## config.mk

```make
export PLATFORM = sky130hd
export DESIGN_NAME = pmem_arbiter
export DESIGN_NICKNAME = d
export VERILOG_FILES = /design/src/rtl/lc3b_types.sv /design/src/rtl/pmem_arb_streak.sv /design/src/rtl/pmem_arbiter.sv
export SDC_FILE = /design/constraint.sdc
export NUM_CORES = 1
export LEC_CHECK = 0
export BUFFER_PORTS_ARGS = -buffer_cell sky130_fd_sc_hd__buf_2
export CAP_MARGIN = 20
export CORE_AREA = 8 8 268 270
export CTS_BUF_LIST = sky130_fd_sc_hd__clkbuf_2 sky130_fd_sc_hd__clkbuf_4 sky130_fd_sc_hd__clkbuf_8
export DETAILED_ROUTE_END_ITERATION = 8
export DIE_AREA = 0 0 276 278
export SLEW_MARGIN = 10
export SYNTH_ARGS = -nofsm -noshare
export SYNTH_HDL_FRONTEND = slang
export SYNTH_SLANG_ARGS = --single-unit
```

## constraint.sdc

```tcl
create_clock -name clk -period 3.6 [get_ports clk]
set_input_delay 1.08 -clock clk [delete_from_list [all_inputs] [get_ports clk]]
set_output_delay 1.08 -clock clk [all_outputs]
set_load 0.02 [all_outputs]
```

## src/rtl/lc3b_types.sv

```systemverilog
// Shared LC-3b types used by the memory-side blocks.
package lc3b_types;

  localparam int unsigned LC3B_LINE_W = 128;

  typedef logic [LC3B_LINE_W-1:0] lc3b_line;

  typedef enum logic [1:0] {
    ARB_IDLE,
    ARB_SERVE_I,
    ARB_SERVE_D
  } arb_state_t;

endpackage

```

## src/rtl/pmem_arb_streak.sv

```systemverilog
// Saturating count of consecutive D grants taken while an I request waits.
module pmem_arb_streak #(
  parameter int unsigned MAX = 4
) (
  input  logic clk,
  input  logic rst_n,
  input  logic clear,
  input  logic inc,
  output logic at_max
);

  logic [3:0] count;

  always_ff @(posedge clk or negedge rst_n) begin
    if (!rst_n) begin
      count <= '0;
    end else if (clear) begin
      count <= '0;
    end else if (inc && !at_max) begin
      count <= count + 4'd1;
    end
  end

  assign at_max = (count == 4'(MAX));

endmodule

```

## src/rtl/pmem_arbiter.sv

```systemverilog
// Shares the physical-memory port between I-cache and D-cache; D wins ties
// unless the streak counter says the I-side has waited long enough.
module pmem_arbiter
  import lc3b_types::*;
#(
  parameter int unsigned LINE_W       = 128,
  parameter int unsigned OFFSET_BITS  = 4,
  parameter int unsigned D_STREAK_MAX = 4
) (
  input  logic              clk,
  input  logic              rst_n,
  input  logic              i_pmem_read,
  input  logic [15:0]       i_pmem_address,
  output logic [LINE_W-1:0] i_pmem_rdata,
  output logic              i_pmem_resp,
  input  logic              d_pmem_read,
  input  logic              d_pmem_write,
  input  logic [15:0]       d_pmem_address,
  input  logic [LINE_W-1:0] d_pmem_wdata,
  output logic [LINE_W-1:0] d_pmem_rdata,
  output logic              d_pmem_resp,
  output logic              pmem_read,
  output logic              pmem_write,
  output logic [15:0]       pmem_address,
  output logic [LINE_W-1:0] pmem_wdata,
  input  logic [LINE_W-1:0] pmem_rdata,
  input  logic              pmem_resp,
  output logic              arb_busy,
  output logic              arb_owner_d
);

  localparam logic [15:0] ADDR_MASK = ~16'((1 << OFFSET_BITS) - 1);

  arb_state_t state;
  logic       d_req;
  logic       grant_d;
  logic       grant_i;
  logic       at_max;
  logic       streak_clear;
  logic       streak_inc;

  assign d_req = d_pmem_read | d_pmem_write;

  always_comb begin
    grant_d      = 1'b0;
    grant_i      = 1'b0;
    streak_clear = 1'b0;
    streak_inc   = 1'b0;
    if (state == ARB_IDLE) begin
      grant_d      = d_req && (!i_pmem_read || !at_max);
      grant_i      = i_pmem_read && !grant_d;
      streak_inc   = grant_d && i_pmem_read;
      streak_clear = grant_i || !i_pmem_read;
    end
  end

  pmem_arb_streak #(
    .MAX(D_STREAK_MAX)
  ) u_streak (
    .clk   (clk),
    .rst_n (rst_n),
    .clear (streak_clear),
    .inc   (streak_inc),
    .at_max(at_max)
  );

  // Strobes, address and data are captured at grant so that the caches may
  // change or drop their inputs mid-transaction without disturbing pmem.
  always_ff @(posedge clk or negedge rst_n) begin
    if (!rst_n) begin
      state        <= ARB_IDLE;
      pmem_read    <= 1'b0;
      pmem_write   <= 1'b0;
      pmem_address <= '0;
      pmem_wdata   <= '0;
      arb_owner_d  <= 1'b0;
    end else begin
      case (state)
        ARB_IDLE: begin
          if (grant_d) begin
            state        <= ARB_SERVE_D;
            arb_owner_d  <= 1'b1;
            pmem_write   <= d_pmem_write;
            pmem_read    <= d_pmem_read & ~d_pmem_write;
            pmem_address <= d_pmem_address & ADDR_MASK;
            pmem_wdata   <= d_pmem_wdata;
          end else if (grant_i) begin
            state        <= ARB_SERVE_I;
            arb_owner_d  <= 1'b0;
            pmem_write   <= 1'b0;
            pmem_read    <= 1'b1;
            pmem_address <= i_pmem_address & ADDR_MASK;
            pmem_wdata   <= '0;
          end
        end
        ARB_SERVE_I, ARB_SERVE_D: begin
          if (pmem_resp) begin
            state        <= ARB_IDLE;
            pmem_read    <= 1'b0;
            pmem_write   <= 1'b0;
            pmem_address <= '0;
            pmem_wdata   <= '0;
          end
        end
        default: state <= ARB_IDLE;
      endcase
    end
  end

  assign arb_busy = (state != ARB_IDLE);

  // A completion is only forwarded if the owner is still asking for it.
  always_comb begin
    i_pmem_resp  = 1'b0;
    i_pmem_rdata = '0;
    d_pmem_resp  = 1'b0;
    d_pmem_rdata = '0;
    if (pmem_resp) begin
      if (state == ARB_SERVE_I && i_pmem_read) begin
        i_pmem_resp  = 1'b1;
        i_pmem_rdata = pmem_rdata;
      end
      if (state == ARB_SERVE_D && d_req) begin
        d_pmem_resp  = 1'b1;
        d_pmem_rdata = pmem_rdata;
      end
    end
  end

endmodule

```

==> results of run 1 <==
## cell usage after synthesis, types with 3 or more instances
cell | number | area (um2)
sky130_fd_sc_hd__mux2_2 | 13 | 146.4
sky130_fd_sc_hd__a21o_1 | 3 | 22.52
sky130_fd_sc_hd__and2_1 | 256 | 1602
sky130_fd_sc_hd__ha_1 | 5 | 62.56
sky130_fd_sc_hd__buf_4 | 11 | 82.58
sky130_fd_sc_hd__inv_1 | 6 | 22.52
sky130_fd_sc_hd__buf_2 | 18 | 90.09
sky130_fd_sc_hd__dfrtp_1 | 149 | 3729
sky130_fd_sc_hd__nand2_1 | 9 | 33.78
sky130_fd_sc_hd__clkbuf_1 | 36 | 135.1
sky130_fd_sc_hd__nor2_1 | 3 | 11.26
sky130_fd_sc_hd__a22o_1 | 141 | 1235
## tightest hold or removal path: cells and delay by family, from the launching register on
| family | cells | cell delay, ns |
|---|---|---|
| flops | 1 | 0.36 |
| simple gates | 2 | 0.10 |
## power breakdown
group / internal (uW) / total, uW / switching, uW
Clock: 508 / 1310 / 799
Combinational: 1880 / 4960 / 3080
Sequential: 2260 / 2580 / 320
## logic make-up (layout without fill, tap and decap cells)
kind of cell	after synthesis	count (layout)	synth area share
and+or+nand+nor	279	279	0.2349
AOI/OAI and AO/OA	152	152	0.1814
DFF	149	149	0.5095
buffers and inverters	71	744	0.04514
muxes	13	13	0.02000
adders and majority gates	5	5	0.008548
other	1	15	0.0005124
## final cells by class
cell class,instances,area [um2],share of cell area
Sequential cell,149,3729,0.3047
Timing Repair Buffer,706,3692,0.3018
Multi-Input combinational cell,453,3288,0.2687
Tap cell,882,1104,0.09019
Clock buffer,17,234.0,0.01912
Clock inverter,15,138.9,0.01135
Antenna cell,11,27.53,0.002250
Inverter,6,22.52,0.001841
## cell usage in the layout, fill, tap and decap left out, types with 4 or more instances in the layout
cell	instances
sky130_fd_sc_hd__mux2_2	13
sky130_fd_sc_hd__ha_1	5
sky130_fd_sc_hd__clkbuf_8	17
sky130_fd_sc_hd__inv_1	6
sky130_fd_sc_hd__buf_4	13
sky130_fd_sc_hd__and2_1	256
sky130_fd_sc_hd__a22o_1	141
sky130_fd_sc_hd__dfrtp_1	149
sky130_fd_sc_hd__inv_6	5
sky130_fd_sc_hd__conb_1	4
sky130_fd_sc_hd__diode_2	11
sky130_fd_sc_hd__nand2_1	9
sky130_fd_sc_hd__buf_12	8
sky130_fd_sc_hd__buf_2	684
## metrics by stage
step	setup slack, ns	hold WS, ns	utilization	instance area, um2
6_report	0.2238	0.4916	0.1806	12240
5_1_grt	0.1109	0.5132	0.1804	12220
4_1_cts	0.1835	0.4940	0.1802	12210
3_5_place_dp	0.1843	0.4717	0.1747	11840
3_3_place_gp	0.1908	0.4585	0.1747	11840
2_1_floorplan	0.3557	0.4948	-	7330
## state kept, by name (all words and copies together) (netlist names)
register / count
pmem_wdata: 128
pmem_read: 1
pmem_write: 1
state: 2
pmem_address: 12
u_streak.count: 4
arb_owner_d: 1
## final timing paths
kind                                         end  slack [ns]  cells past startpoint
worst max-delay path            d_pmem_rdata[89]        0.22                      6
worst min-delay path                 arb_owner_d        0.49                      2
worst max register to register  pmem_address[13]        1.23                      6
worst min register to register       arb_owner_d        0.49                      2
max in group asynchronous         pmem_wdata[84]        2.26                      2
min in group asynchronous         pmem_wdata[65]        0.56                      1
## layer usage
metal | share of wire | global-route usage
met3 | 0.11 | 0.05360
met5 | 0.0013 | 0
met4 | 0.028 | 0.05201
met1 | 0.37 | 0.1413
met2 | 0.49 | 0.2209
==> results_dict.tcl, run 1 <==
set metrics [dict create \
    synth_area_per_cell_um2 10.92 \
    grt_setup_unrepaired "no" \
    static-leakage-power_uw 0.006994 \
    worstSkewPairLatency_ns 0.47 \
    initial_utilization 0.1080 \
    number_of_synthesized_register_bits 149 \
    grt_antenna_before_repair 55 \
    cp-end-kind "output port" \
    worst_setup_path_start_kind "input pin" \
    globalplace.congestion 0.8486 \
    route.vias.total 7912 \
    slowest_delay_ns 0.26 \
    timing.clock.skew_ns 0.01659 \
    synth.yosys.seq_area_share 0.5095 \
    yosysUniqueCellTypes 27 \
    vdd_ir_drop_max_mv 0.8553 \
    clock.fmax_mhz 296.2 \
    grt_pass1_wl_um 69550 \
    number_of_enable_type_register_cells_in_the_synthesized_netlist 0 \
    place.port_buffers 687 \
    fillers 7595 \
    detailedRoute.firstPassIterationCount 4 \
    hold_class "flop to flop" \
    post_route_cells_drive_above_1_share 0.5617 \
    worst_path_dominant_cell_family "simple AND/OR/NAND/NOR gates" \
    final_report_max_slew_violation_count 0 \
    clkSlewWorstSetupHoldPaths_ns 0.09 \
    grt.total_usage 0.1291 \
    syn-cell-area_um2 7318 \
    detail-route-antenna-nets 0 \
    cts_buffer_depth 2 \
    finalSetupTns_ns 0 \
    area.growth.synth_to_final_pct 67.19 \
    async_flop_share 1.000 \
    fin_total_pwr_uw 8848 \
    grt_pass1_vias 8339 \
    grt_start_max_net_pins 111 \
    synth_top_flop_cell "sky130_fd_sc_hd__dfrtp_1" \
    globalRouteOverflowTotal 0 \
    detailed_place_hpwl_um 45710 \
    setup_viol_count_final 0 \
    design.die.area_um2 76730 \
    route.detailed.drc 0 \
    timing.rr.start "state[0]" \
    timing.critical_path.cells "buf_2 > or2_1 > and3_4 > buf_12 > and2_1 > buf_2" \
    tightestPinTransition_ns 0.9956 \
    cts.sink_count 149 \
    holdBufCountCts 0 \
    p_per_area_nw_per_um2 723.1 \
    finalCritPeriodShare 0.9378 \
    routed_via_density 3.534 \
    cp_data_required_time_ns 2.52 \
    fp-row-count 96 \
    synthCells 670 \
    cts_tree "done" \
    chipWidth_um 276 \
    status "complete, no violations" \
    cts_root_buffer "sky130_fd_sc_hd__clkbuf_8" \
    hold_path.startpoint "arb_owner_d" \
    dp_cells 2196 \
    core_region_area_um2 67750 \
    finalCriticalPeriod_ns 3.376 \
    wl_per_cell_um 23.18 \
    cts_post_setup_buffers_inserted 0 \
    critPathMaxFanout 63 \
    cts.repair.resized 0 \
    critical_path.slowest_cell "sky130_fd_sc_hd__or2_1" \
    design.portCount 700 \
    critPathKind "input pin to output port" \
    drv.max_cap_violation_count 0 \
    finalHoldViolations 0 \
    most_numerous_cell_on_the_critical_path "sky130_fd_sc_hd__buf_2" \
    ys_warn_count 0 \
    timing.slew.headroom 0.3338 \
    timing.critical_path.arrival_ns 2.30 \
    h-tree-depth 4 \
    drt_wl_total_um 51900 \
    die_y_um 278 \
    layout.cells.non_filler 2239 \
    layout.nets 1632 \
    timing.critical_path.from "d_pmem_write" \
    tritoncts.num_buffers 17 \
    drt_first_iter_violations 285 \
    timing.critical_path.buf_inv 3 \
]
(Power assumes the default switching activity.)
==> inputs of run 2 (changes only) <==
==> constraint.sdc (replaced) <==
create_clock -name clk -period 3.6 [get_ports clk]
set_input_delay 0.54 -clock clk [delete_from_list [all_inputs] [get_ports clk]]
set_output_delay 0.54 -clock clk [all_outputs]
set_load 0.02 [all_outputs]
==> results_dict.tcl, run 2 (synthesis results as in run 1) <==
set metrics [dict create \
    cts.sink_count 149 \
    worst_setup_path_start_kind "flop" \
    finalCriticalPeriod_ns 2.891 \
    vdd_ir_drop_max_mv 0.6145 \
    max_flop_register "pmem_wdata" \
    holdBufCountCts 0 \
    place.port_buffers 687 \
    grt.total_usage 0.1284 \
    fin_area_um2 12300 \
    number_of_flip_flops_under_the_largest_register_name 128 \
    cts_buffer_depth 2 \
    fin_worst_hold_slack_ns 0.07093 \
    critical_path.slowest_cell "sky130_fd_sc_hd__and3_4" \
    route.vias.total 7869 \
    chipWidth_um 276 \
    cp_data_required_time_ns 3.06 \
    cts_tree "done" \
    timing.clock.skew_ns 0.02710 \
    die_y_um 278 \
    layout.cells.most_common "sky130_fd_sc_hd__buf_2" \
    core_region_area_um2 67750 \
    static-leakage-power_uw 0.007025 \
    area.growth.synth_to_final_pct 68.01 \
    post_route_cells_drive_above_1_share 0.5636 \
    layout_top_registers "pmem_wdata x128, pmem_address x12, u_streak.count x4" \
    globalRouteOverflowTotal 0 \
    grt_pass1_wl_um 68950 \
    slowest_delay_ns 0.59 \
    wl_per_cell_um 23.05 \
    setup_viol_count_final 0 \
    timing.slew.headroom 0.5072 \
    h-tree-depth 4 \
    globalplace.congestion 0.8549 \
    timing.critical_path.cells "inv_1 > ha_1 > and3_4 > buf_12 > and2_1 > buf_2" \
    detailed_place_hpwl_um 45600 \
    grt_pass1_vias 8150 \
    critPathMaxFanout 68 \
    timing.critical_path.arrival_ns 2.35 \
    grt_antenna_before_repair 50 \
    finalHoldViolations 0 \
    clkSlewWorstSetupHoldPaths_ns 0.12 \
    clock.fmax_mhz 345.9 \
    status "complete, no violations" \
    finalCritPeriodShare 0.8031 \
    final_report_max_slew_violation_count 0 \
    tightestPinTransition_ns 0.7392 \
    cp-end-kind "output port" \
    detailedRoute.firstPassIterationCount 4 \
    grt_start_max_net_pins 130 \
    route.detailed.drc 0 \
    critPathKind "flop to output port" \
    fp-row-count 96 \
    routed_via_density 3.491 \
    design.die.area_um2 76730 \
    timing.critical_path.buf_inv 3 \
    drt_wl_total_um 51970 \
    cts.repair.resized 0 \
    cts_post_setup_buffers_inserted 0 \
    tritoncts.num_buffers 17 \
    cts_root_buffer "sky130_fd_sc_hd__clkbuf_8" \
    multi_input_combinational_cell_area_um2 3288 \
    detail-route-antenna-nets 0 \
    fillers 7702 \
    placedInstanceArea_um2 11860 \
    worstSkewPairLatency_ns 0.47 \
    finalSetupTns_ns 0 \
    hold_class "input pin to asynchronous set/reset pin" \
    mostFrequentLayoutCells "686 x sky130_fd_sc_hd__buf_2, 256 x sky130_fd_sc_hd__and2_1, 149 x sky130_fd_sc_hd__dfrtp_1" \
    p_per_area_nw_per_um2 729.4 \
    initial_utilization 0.1080 \
    grt_setup_unrepaired "no" \
    drt_first_iter_violations 376 \
    layout.nets 1638 \
    area.sequential_um2 3729 \
    worst_path_dominant_cell_family "simple AND/OR/NAND/NOR gates" \
    drv.max_cap_violation_count 0 \
    design.portCount 700 \
]
-- run 2: changes by cell type in the layout (fill, tap and decap cells not counted) --
cell                       delta
sky130_fd_sc_hd__buf_12       -1
sky130_fd_sc_hd__buf_2        +2
sky130_fd_sc_hd__buf_4        +5
sky130_fd_sc_hd__clkbuf_4     +1
sky130_fd_sc_hd__clkinv_2     -1
sky130_fd_sc_hd__clkinv_8     +1
sky130_fd_sc_hd__diode_2      +9
sky130_fd_sc_hd__inv_6        -1
-- run 2: worst paths after layout --
kind / start / cells after the start / to / slack (ns)
worst max-delay path: state[0] / 6 / d_pmem_rdata[104] / 0.71
worst min-delay path: rst_n / 1 / u_streak.count[1] / 0.07
worst max register to register: u_streak.count[0] / 8 / pmem_wdata[74] / 1.22
worst min register to register: arb_owner_d / 2 / arb_owner_d / 0.49
max in group asynchronous: rst_n / 2 / pmem_wdata[63] / 2.77
min in group clk: d_pmem_wdata[109] / 2 / pmem_wdata[109] / 0.28
-- run 2: cell type report --
type,instances,share of cell area
inverter,6,0.001832
timing repair buffer,712,0.3025
multi-input combinational,453,0.2674
clock buffer,18,0.01964
antenna,20,0.004070
clock inverter,14,0.01150
sequential,149,0.3032
tap,882,0.08975
-- run 2: per-stage QoR --
step | instances | total power [uW] | utilization | worst slack, ns
floorplan | 673 | 5842 | - | 1.436
global placement | 2202 | 7715 | 0.1751 | 0.8369
detailed placement | 2202 | 7763 | 0.1751 | 0.8120
CTS | 2234 | 9114 | 0.1808 | 0.6042
global route | 2237 | 9598 | 0.1809 | 0.4809
finish | 2254 | 8968 | 0.1815 | 0.7088
-- run 2: routing by layer --
metal	global-route usage	vias up	part of all wire
met2	0.2279	509	0.50
met3	0.05662	60	0.10
li1	-	3648	-
met1	0.1392	3646	0.38
met4	0.03242	6	0.020
met5	0	-	0.00079
-- run 2: report_power, final --
group          switching [uW]  internal [uW]
Sequential                316           2260
Combinational            3110           1970
Clock                     796            520
